`config.mk`:
```
export PLATFORM = sky130hd
export DESIGN_NAME = serdes_bitslip_aligner
export DESIGN_NICKNAME = d
export VERILOG_FILES = /design/src/rtl/serdes_align_pkg.sv /design/src/rtl/serdes_align_ch.sv /design/src/rtl/serdes_bitslip_aligner.sv
export SDC_FILE = /design/constraint.sdc
export NUM_CORES = 1
export LEC_CHECK = 0
export BUFFER_PORTS_ARGS = -buffer_cell sky130_fd_sc_hd__clkbuf_2
export CAP_MARGIN = 20
export CORE_MARGIN = 10
export CORE_UTILIZATION = 24
export DETAILED_ROUTE_END_ITERATION = 8
export PLACE_DENSITY = 0.45
export SETUP_SLACK_MARGIN = 0.4
export SKIP_LAST_GASP = 1
export SYNTH_ARGS = -nofsm -noshare
export SYNTH_HDL_FRONTEND = slang
export SYNTH_SLANG_ARGS = --single-unit
```
`constraint.sdc`:
```
create_clock -name clk_i -period 1.65 [get_ports clk_i]
set_clock_uncertainty 0.2 [all_clocks]
set_input_delay 0.2475 -clock clk_i [delete_from_list [all_inputs] [get_ports clk_i]]
set_output_delay 0.2475 -clock clk_i [all_outputs]
set_load 0.03 [all_outputs]
```
`src/rtl/serdes_align_pkg.sv`:
```
// Shared types and helpers for the ISERDES bitslip word aligner.
package serdes_align_pkg;

    typedef enum logic [2:0] {
        IDLE,
        SETTLE,
        CHECK,
        SLIP,
        LOCKED
    } align_state_e;

    localparam logic [7:0] DEFAULT_SYNC_PATTERN = 8'h01;

    // Counter width that never collapses to zero bits.
    function automatic int unsigned clog2_min1(input int unsigned n);
        return (n < 2) ? 1 : $clog2(n);
    endfunction

endpackage

```
`src/rtl/serdes_align_ch.sv`:
```
// Single-lane aligner: hunts for SYNC_PATTERN by pulsing bitslip, then holds lock.
module serdes_align_ch
    import serdes_align_pkg::*;
#(
    parameter int unsigned             WIDTH        = 8,
    parameter logic [WIDTH-1:0]        SYNC_PATTERN = WIDTH'(DEFAULT_SYNC_PATTERN),
    parameter int unsigned             SLIP_WAIT    = 3,
    parameter int unsigned             LOCK_CNT     = 16,
    localparam int unsigned            SCW          = clog2_min1(WIDTH)
) (
    input  logic             clk_i,
    input  logic             rst_n_i,
    input  logic             align_en_i,
    input  logic             realign_i,
    input  logic [WIDTH-1:0] data_i,
    output logic             bitslip_o,
    output logic             locked_o,
    output logic             align_fail_o,
    output logic [SCW-1:0]   slip_cnt_o
);

    localparam int unsigned WCW = clog2_min1(SLIP_WAIT + 1);
    localparam int unsigned TCW = clog2_min1(WIDTH + 1);
    localparam int unsigned MCW = clog2_min1(LOCK_CNT + 1);

    align_state_e   r_state, w_state;
    logic [WCW-1:0] r_wait, w_wait;
    logic [TCW-1:0] r_tries, w_tries;
    logic [SCW-1:0] r_slip, w_slip;
    logic [MCW-1:0] r_match, w_match;
    logic           r_fail, w_fail;
    logic           r_bitslip, r_locked;

    always_comb begin
        w_state = r_state;
        w_wait  = r_wait;
        w_tries = r_tries;
        w_slip  = r_slip;
        w_match = r_match;
        w_fail  = r_fail;
        case (r_state)
            IDLE: begin
                if (align_en_i) begin
                    w_state = SETTLE;
                    w_wait  = WCW'(SLIP_WAIT);
                    w_tries = '0;
                    w_slip  = '0;
                end
            end
            SETTLE: begin
                w_wait = r_wait - WCW'(1);
                if (r_wait <= WCW'(1)) begin
                    w_state = CHECK;
                    w_match = '0;
                end
            end
            CHECK: begin
                if (data_i == SYNC_PATTERN) begin
                    w_match = r_match + MCW'(1);
                    if (w_match == MCW'(LOCK_CNT)) w_state = LOCKED;
                end else begin
                    w_state = SLIP;
                    w_match = '0;
                end
            end
            SLIP: begin
                w_slip  = (r_slip == SCW'(WIDTH - 1)) ? '0 : r_slip + SCW'(1);
                w_tries = r_tries + TCW'(1);
                if (w_tries == TCW'(WIDTH)) begin
                    w_fail  = 1'b1;
                    w_tries = '0;
                end
                w_state = SETTLE;
                w_wait  = WCW'(SLIP_WAIT);
            end
            LOCKED: ;
            default: w_state = IDLE;
        endcase

        // Override order: realign restarts the hunt, but a disable beats it.
        if (realign_i) begin
            w_fail = 1'b0;
            if (r_state != IDLE) begin
                w_state = SETTLE;
                w_wait  = WCW'(SLIP_WAIT);
                w_tries = '0;
            end
        end
        if (!align_en_i) w_state = IDLE;
    end

    always_ff @(posedge clk_i or negedge rst_n_i) begin
        if (!rst_n_i) begin
            r_state   <= IDLE;
            r_wait    <= '0;
            r_tries   <= '0;
            r_slip    <= '0;
            r_match   <= '0;
            r_fail    <= 1'b0;
            r_bitslip <= 1'b0;
            r_locked  <= 1'b0;
        end else begin
            r_state   <= w_state;
            r_wait    <= w_wait;
            r_tries   <= w_tries;
            r_slip    <= w_slip;
            r_match   <= w_match;
            r_fail    <= w_fail;
            r_bitslip <= (w_state == SLIP);
            r_locked  <= (w_state == LOCKED);
        end
    end

    assign bitslip_o    = r_bitslip;
    assign locked_o     = r_locked;
    assign align_fail_o = r_fail;
    assign slip_cnt_o   = r_slip;

endmodule

```
`src/rtl/serdes_bitslip_aligner.sv`:
```
// Multi-lane ISERDES word aligner: one independent aligner per lane plus a data pipeline stage.
module serdes_bitslip_aligner
    import serdes_align_pkg::*;
#(
    parameter int unsigned      NUM_CH       = 4,
    parameter int unsigned      WIDTH        = 8,
    parameter logic [WIDTH-1:0] SYNC_PATTERN = WIDTH'(DEFAULT_SYNC_PATTERN),
    parameter int unsigned      SLIP_WAIT    = 3,
    parameter int unsigned      LOCK_CNT     = 16,
    localparam int unsigned     SCW          = clog2_min1(WIDTH)
) (
    input  logic                    clk_i,
    input  logic                    rst_n_i,
    input  logic                    align_en_i,
    input  logic [NUM_CH-1:0]       realign_i,
    input  logic [NUM_CH*WIDTH-1:0] data_i,
    output logic [NUM_CH-1:0]       bitslip_o,
    output logic [NUM_CH-1:0]       locked_o,
    output logic [NUM_CH-1:0]       align_fail_o,
    output logic [NUM_CH*SCW-1:0]   slip_cnt_o,
    output logic [NUM_CH*WIDTH-1:0] data_o,
    output logic [NUM_CH-1:0]       data_valid_o
);

    logic [NUM_CH*WIDTH-1:0] r_data;
    logic [NUM_CH-1:0]       w_locked;

    for (genvar g = 0; g < NUM_CH; g++) begin : g_ch
        serdes_align_ch #(
            .WIDTH        (WIDTH),
            .SYNC_PATTERN (SYNC_PATTERN),
            .SLIP_WAIT    (SLIP_WAIT),
            .LOCK_CNT     (LOCK_CNT)
        ) u_ch (
            .clk_i        (clk_i),
            .rst_n_i      (rst_n_i),
            .align_en_i   (align_en_i),
            .realign_i    (realign_i[g]),
            .data_i       (data_i[g*WIDTH +: WIDTH]),
            .bitslip_o    (bitslip_o[g]),
            .locked_o     (w_locked[g]),
            .align_fail_o (align_fail_o[g]),
            .slip_cnt_o   (slip_cnt_o[g*SCW +: SCW])
        );
    end

    always_ff @(posedge clk_i or negedge rst_n_i) begin
        if (!rst_n_i) r_data <= '0;
        else          r_data <= data_i;
    end

    assign data_o       = r_data;
    assign locked_o     = w_locked;
    assign data_valid_o = w_locked;

endmodule

```
# Yosys cells after proc, flatten, opt, wreduce, memory -nomap -nowiden
# Index checks and enable logic that the tools add are counted.
[word_totals]
ff_bits = 112
latch_bits = 0
ram_bits = 0
mem_bits_ro = 0
input_bits = 39
out_inout_bits = 60
mem_count = 0
[classes]
add_sub_neg = 16
n_mul = 0
n_div = 0
order_cmp = 4
n_eq_ne = 48
shift = 0
muxes = 97
bitwise = 0
n_reduce_logical = 40
[ops]
columns = ["op", "n"]
rows = [
  ["3-bit 2-to-1 mux", 29],
  ["4-bit 2-to-1 mux", 16],
  ["3-bit one-hot mux with 4 select lines", 4],
  ["5-bit 2-to-1 mux", 8],
  ["5-bit one-hot mux with 2 select lines", 4],
  ["3-bit by 2-bit equality test with 1-bit output (second input constant)", 12],
  ["3-bit equality test (second input constant)", 12],
  ["8-bit by 1-bit equality test with 1-bit output (second input constant)", 4],
  ["4-bit one-hot mux with 2 select lines", 4],
  ["2-bit nonzero test", 16],
  ["2-bit 2-to-1 mux", 12],
  ["2-bit one-hot mux with 3 select lines", 4],
  ["3-bit one-hot mux with 2 select lines", 4],
  ["2-bit AND reduction", 12],
  ["5-bit by 1-bit adder with 5-bit output (second input constant)", 4],
  ["5-bit equality test (second input constant)", 4],
  ["4-bit by 1-bit adder with 4-bit output (second input constant)", 4],
  ["4-bit equality test (second input constant)", 4],
  ["3-bit by 1-bit adder with 3-bit output (second input constant)", 4],
  ["3-bit by 1-bit equality test with 1-bit output (second input constant)", 4],
  ["3-bit zero test", 4],
  ["1-bit 2-to-1 mux", 12],
  ["3-bit nonzero test", 4],
  ["2-bit by 1-bit <= comparator with 1-bit output (second input constant)", 4],
  ["other kinds (4)", 16],
]

# Longest topological paths before layout
# Gate-level depths: netlist (run 1).
[logic_depth]
word_depth = 9
ltp_mapped = 7
mapped_depth_nobuf = 6

# Modules after synthesis
# From an unflattened synthesis (run 1), not the netlist that was laid out.
[hier_totals]
hier_cells = 487
area_unflattened_um2 = 5649.2
[by_module_without_submodules]
columns = ["mod", "n_inst", "cells_per_inst", "area_each_um2"]
rows = [
  ["serdes_align_ch (g_ch[0].u_ch ...)", 3, 112, 1208.7],
  ["serdes_align_ch (g_ch[1].u_ch)", 1, 115, 1192.4],
  ["serdes_bitslip_aligner", 1, 36, 830.8],
]

# Worst setup path before layout (run 1)
# OpenSTA, ideal clock, no wires.
[synth_path]
path_type = "register to register"
start = "reg g_ch[3].u_ch.r_wait[1]"
end = "reg g_ch[3].u_ch.r_match[3]"
setup_time_ns = 0.126
arrival_time_ns = 1.372
path_slack_ns = -0.048
stages_incl_launch_ff = 8
path_buffers = 1
path_cell_list = "dfrtp_1 -> inv_1 -> ha_1 -> nand2b_1 -> a21oi_1 -> or2_0 -> buf_2 -> a221o_1"
[synth_between]
elab_chain_cells = 3
[synth_lines]
columns = ["item", "line_no", "source"]
rows = [
  ["start: declaration", "serdes_align_ch.sv:27", "logic [WCW-1:0] r_wait, w_wait;"],
  ["start signal: assignment", "serdes_align_ch.sv:104", "r_wait <= w_wait;"],
  ["2-bit by 1-bit <= comparator with 1-bit output", "serdes_align_ch.sv:52", "if (r_wait <= WCW'(1)) begin"],
  ["2-bit by 1-bit inequality test with 1-bit output (no source line)", "n/a", ""],
  ["2-bit AND reduction (no source line)", "n/a", ""],
  ["end signal: assignment", "serdes_align_ch.sv:107", "r_match <= w_match;"],
  ["end: declaration", "serdes_align_ch.sv:30", "logic [MCW-1:0] r_match, w_match;"],
]
# No other way between the ends.
# A chain may end at the register's enable or synchronous reset.

# Final worst setup path (run 1)
[layout_path]
start = "reg g_ch[3].u_ch.r_state[1]"
end = "reg g_ch[3].u_ch.r_match[3]"
[layout_between]
elab_chain_cells = 3
elab_cells_between_ends = 6
[layout_lines]
columns = ["item", "line_no", "source"]
rows = [
  ["start: declaration", "serdes_align_ch.sv:26", "align_state_e r_state, w_state;"],
  ["start signal: assignment", "serdes_align_ch.sv:103", "r_state <= w_state;"],
  ["3-bit by 1-bit equality test with 1-bit output / 3-bit by 2-bit equality test with 1-bit output (equally long branches)", "serdes_align_ch.sv:41", "case (r_state)"],
  ["2-bit by 1-bit inequality test with 1-bit output (no source line) / 2-bit nonzero test (equally long branches)", "n/a", ""],
  ["2-bit AND reduction (no source line)", "n/a", ""],
]
# Parallel ways exist; a longest one is shown, timed or not.

==> run metrics, run 1 <==
Hold Slack 58.81 ps; WHS Path Cells 4; vias in the first global route 5214; WL final 16030 um; syn nets 599; Overflow after GRT 0; Setup Viol. Count Final 3; area growth from synthesis to layout 66.26%; fin crit share 103.0%; first-pass GRT wire length 25870 um; Final Core Density 40.71%; Slew Limit Fails 0; register area share after synthesis 50.25%; Worst Hold Class input pin to flop; Initial Util 24.49%; status complete, but fails checks; Post-synth ARST share 100.0%; fin nets 818; Critical Path RT 1700 ps; Slew @ Worst Pin 367.7 ps; largest net degree at the start of global routing 35; failing checks negative setup slack; clk sinks 112; Tmin final 1700 ps; Final Hold Vio Count 0; Max H-tree Level 3; # diodes 0; IO buf count 98; total number of yosys warnings 0; Final ANT Viol Nets 0; synthesized cell area 0.005578 mm2; Synth top area share 50.25%; Crit Path Max Fanout 6; Peak VDD IR 457.4 uV; CTS Root Cell clkbuf_16; post-route setup slack -49.79 ps; Clk Latency, worst-skew pair 370 ps; layout cell share with drive strength beyond 1 50.00%; FP Rows 55; Avg WL per Cell 14.88 um; pwr dens 826.6 mW/mm2; endpoint type of the worst setup path flop; IO Count 99; die boundary height 172.5 um; RD Place Congestion 0.7951; Tot GR Track Use 10.73%; Netlist cell types 58; Area contributors post-synth dfrtp_1 50%, ha_1 4.5%, a21oi_1 3.1%; first-iteration detailed-routing DRC count 209; Inserted Clock Buffers 9; number of flops mapped to enable cells by yosys 0; Clock Path Buffers 2; worst-case reg-to-reg path depth 4; cells after synthesis 540; core area 0.02278 mm2; setup repair after global routing missed its margin yes; Synth Flop Type dfrtp_1; initial antenna violation count 0; critical path launch point type flop; critical path class flop to flop; FF+latch count, synth 112; worst path arrival time 1750 ps; Synth top cells by count 112 x dfrtp_1, 44 x nand2_1, 34 x a21oi_1, 34 x nor2_1, 25 x inv_1; Static Leak 4.006 nW; Via density 4.569; most frequent cell after synthesis dfrtp_1; max_cap viols 0; DRC 0; DRT Pass-1 Iters 4; Synth area leader dfrtp_1; CTS tree built; max frequency 588.3 MHz; Die ar. 0.02974 mm2; Slew HR 75.49%; DP Wirelength 10590 um; die span in x 172.5 um; overall via count from detail_route 4921; clock-pin slew on the worst setup and hold paths 80 ps; Mapped Avg Cell Area 10.33 um2
[kinds of logic after synthesis]
family	share of synthesized area, %
AO/OA/AOI/OAI	17.68
XOR/XNOR	1.727
adder cells (fa/ha/maj)	4.486
buffers and inverters	5.944
flip-flops	50.25
multiplexers	0.6056
AND/OR/NAND/NOR	19.31
[critical path, cell delays in order, from the launching register on]
cell	delay, ps
dfrtp_2	460
and2b_2	280
a21oi_4	70
or2_4	270
a221o_1	320
[layout make-up]
cell class                 count  area [um2]
fill                        2142       13500
multi-input combinational    365        3227
sequential                   112        2828
timing repair buffer         246        2444
tap                          313       391.6
clock buffer                  10       239.0
inverter                      25       93.84
clock inverter                 6       51.30
[cells in the final DEF, fill, tap and decap left out, drive strengths merged, types with 19 or more instances in the layout]
cell type / Yosys / layout
buf: 32 / 173
a22o: 19 / 19
dlygate4sd3: 0 / 34
nand2: 44 / 44
inv: 25 / 28
a21oi: 34 / 34
dfrtp: 112 / 112
o21ai: 23 / 23
ha: 20 / 20
clkbuf: 6 / 48
nor2: 34 / 34
[final timing paths]
path	start	endpoint	slack, ps
max in group asynchronous	rst_n_i	g_ch[0].u_ch.r_state[2]$_DFF_PN0_	580
worst min-delay path	data_i[14]	g_ch[1].u_ch.r_match[0]$_DFFE_PN0P_	60
min in group asynchronous	rst_n_i	g_ch[1].u_ch.r_match[4]$_DFFE_PN0P_	130
worst max register to register	g_ch[3].u_ch.r_state[1]$_DFF_PN0_	g_ch[3].u_ch.r_match[3]$_DFFE_PN0P_	-50
worst min register to register	g_ch[2].u_ch.r_match[0]$_DFFE_PN0P_	g_ch[2].u_ch.r_match[0]$_DFFE_PN0P_	320
worst max-delay path	g_ch[3].u_ch.r_state[1]$_DFF_PN0_	g_ch[3].u_ch.r_match[3]$_DFFE_PN0P_	-50
[power by group]
group	switching, mW	internal, mW
Clock	1.13	1.09
Sequential	0.181	2.92
Combinational	1.11	1.23
Total	2.42	5.24
[sequential cells by signal, summed over array words and instances, names as in the netlist]
register / count
data_o: 32
g_ch.u_ch.align_fail_o: 4
g_ch.u_ch.bitslip_o: 4
g_ch.u_ch.locked_o: 4
g_ch.u_ch.r_match: 20
g_ch.u_ch.r_state: 12
g_ch.u_ch.r_tries: 16
g_ch.u_ch.r_wait: 8
g_ch.u_ch.slip_cnt_o: 12
[what timing repair did]
item / CTS / global route
resized for setup: 186 / 151
endpoints found under the setup margin: 140 / 140
cloned: 0 / 0
setup buffers: 36 / 25
pin swaps: 55 / 42
hold buffers: 34 / 0
endpoints found under the hold margin: 145 / 0
[stage by stage]
stage	setup TNS [ps]	area (um2)	worst slack, ps	total power [mW]	cells
after floorplan	-61.21	5919	-47.70	4.100	540
after global placement	-871.1	6925	-160.3	4.591	966
after detailed placement	-1617	6925	-174.1	4.613	966
after CTS	-35.64	8647	-12.39	7.392	1052
after global routing	-658.6	9274	-90.97	8.088	1077
final	-112.0	9274	-49.79	7.666	1077
[routing by layer]
metal  GRT usage (%)  share of wire [%]  up-vias
met5               0                  0        -
met4           3.298                1.2        0
met3           3.055                5.2       13
met2           19.19                 53       91
met1           12.04                 41     2435
li1                -                  -     2382
No activity file was read; power rests on OpenSTA's default activity.
==> inputs of run 2 (changes only) <==
Settings changed: REMOVE_ABC_BUFFERS set to 1.
==> run metrics, run 2 (synthesized netlist as in run 1, its figures left out) <==
fin nets 838 (+2.4%); Critical Path RT 1700 ps (about the same); largest net degree at the start of global routing 62 (+77%); first-iteration detailed-routing DRC count 193 (-7.7%); CP cell instances buf_4 -> buf_4 -> nand2b_4 -> a21oi_2 -> or2_4 -> a2111oi_4; Tmin final 1733 ps (+33.69 ps); clk sinks 112 (unchanged); overall via count from detail_route 5123 (+4.1%); fin crit share 105.1% (+2.0 points); Overflow after GRT 0 (unchanged); max_cap viols 0 (unchanged); post-route setup slack -83.48 ps (-33.69 ps); die boundary height 172.5 um (unchanged); Inserted Clock Buffers 9 (unchanged); Static Leak 4.111 nW (+2.6%); worst path arrival time 1780 ps (+30 ps); DRT Pass-1 Iters 4 (unchanged); vias in the first global route 5436 (+4.3%); layout cell share with drive strength beyond 1 50.64% (+0.64 points); RD Place Congestion 0.7943 (-0.10%); endpoint type of the worst setup path flop; Slew Limit Fails 0 (unchanged); Final ANT Viol Nets 0 (unchanged); FILL cells 2123 (-0.89%); DRC 0 (unchanged); initial antenna violation count 3 (+3); Tot GR Track Use 11.43% (+0.70 points); core area 0.02278 mm2 (unchanged); Worst Hold Class input pin to flop; Critical Path Most Common Cell buf_4; CTS tree built; status complete, but fails checks; Max H-tree Level 3 (unchanged); DP Wirelength 11060 um (+4.4%); Clock Path Buffers 2 (unchanged); failing checks negative setup slack; Slowest cell on crit path dfrtp_1; IO buf count 98 (unchanged); FP Rows 55 (unchanged); Initial Util 24.49% (unchanged); Via density 4.666 (+2.1%); Setup Viol. Count Final 14 (+11); CTS Root Cell clkbuf_16; area growth from synthesis to layout 69.25%; Largest register FFs 32 (unchanged); most common cell after layout, fill and taps aside dfrtp_1; pwr dens 834.3 mW/mm2 (+0.93%); first-pass GRT wire length 27370 um (+5.8%); IO Count 99 (unchanged); die span in x 172.5 um (unchanged); Place WS -195.0 ps (-20.97 ps); Total Power 7.876 mW (+2.7%); setup repair after global routing missed its margin yes; Crit Path Max Fanout 5 (-1); Slew @ Worst Pin 451.8 ps (+84.16 ps); critical path class flop to flop; critical path launch point type flop; Final Hold Vio Count 0 (unchanged); Die ar. 0.02974 mm2 (unchanged); max frequency 576.9 MHz (-1.9%); Peak VDD IR 437.0 uV (-4.5%); Slew HR 69.45% (-6.0 points); CP max stage delay 390 ps (-70 ps); Avg WL per Cell 16.01 um (+7.6%); Clk Latency, worst-skew pair 360 ps (about the same); most frequent cells in the layout 95 x dfrtp_1, 94 x buf_4, 58 x buf_8; WL final 17580 um (+9.7%); clock-pin slew on the worst setup and hold paths 70 ps (about the same)
run 2: changes by cell type in the layout (fill, tap and decap cells not counted), sizes merged:
cell,previous run,this run
buf,173,192
clkbuf,48,51
inv,28,25
bufinv,0,1
clkdlybuf4s18,1,0
clkinv,0,1
clkinvlp,3,2
diode,0,1
dlygate4sd3,34,35
run 2: worst paths after layout:
kind / endpoint / cells past startpoint / slack (ps) / from
min in group asynchronous: data_o[9]$_DFF_PN0_ / 3 / 220 / rst_n_i
worst max-delay path: g_ch[3].u_ch.bitslip_o$_DFF_PN0_ / 6 / -80 / g_ch[3].u_ch.r_wait[1]$_DFF_PN0_
worst max register to register: g_ch[3].u_ch.bitslip_o$_DFF_PN0_ / 6 / -80 / g_ch[3].u_ch.r_wait[1]$_DFF_PN0_
max in group asynchronous: g_ch[2].u_ch.r_state[1]$_DFF_PN0_ / 3 / 660 / rst_n_i
worst min-delay path: g_ch[1].u_ch.r_wait[0]$_DFF_PN0_ / 3 / 80 / realign_i[1]
worst min register to register: g_ch[2].u_ch.r_match[0]$_DFFE_PN0P_ / 1 / 350 / g_ch[2].u_ch.r_match[0]$_DFFE_PN0P_
run 2: final cells by class:
type,count,area [um2],share of cell area (%)
clock inverter,4,53.80,0.5699
timing repair buffer,266,2619,27.74
inverter,25,103.9,1.100
clock buffer,12,246.5,2.611
antenna,1,2.502,0.02651
sequential,112,2824,29.91
multi-input combinational,365,3199,33.89
tap,313,391.6,4.148
run 2: power by group:
part | internal (mW) | total [mW] | leakage (nW) | switching [mW]
Sequential | 2.92 | 3.10 | 1.42 | 0.182
Combinational | 1.33 | 2.51 | 2.55 | 1.18
Clock | 1.23 | 2.27 | 0.139 | 1.04
Total | 5.47 | 7.88 | 4.11 | 2.41
run 2: through the flow:
step                utilization [%]  area (um2)  hold WS (ps)  TNS, ps  instances
floorplan                         -        5340        -248.1   -282.7        502
global placement              29.65        6753         73.54    -3122        980
detailed placement            29.65        6753         72.12    -3524        980
CTS                           38.78        8833         44.19   -298.1       1079
global route                  41.43        9438         116.0    -1655       1097
finish                        41.44        9440         79.68   -574.6       1098
run 2: timing repair:
item / in CTS / in global routing
cloned: 1 / 0
hold buffers: 35 / 0
endpoints found under the hold margin: 147 / 0
endpoints found under the setup margin: 140 / 140
resized for setup: 260 / 159
pin swaps: 96 / 47
setup buffers: 47 / 18
run 2: critical path: cells and delay by family, from the launching register on:
family | cells | cell delay [ps]
AO/OA/AOI/OAI | 2 | 400
flip-flops | 1 | 390
AND/OR/NAND/NOR | 2 | 350
buffers and inverters | 2 | 270
run 2: layer usage:
metal  share of wire [%]  vias to the layer above  global-route usage (%)
met5                0.19                        -                       0
met4                 2.5                        4                   4.873
met3                 6.7                       33                   3.374
met2                  49                      117                   19.36
met1                  42                     2546                   13.14
li1                    -                     2423                       -
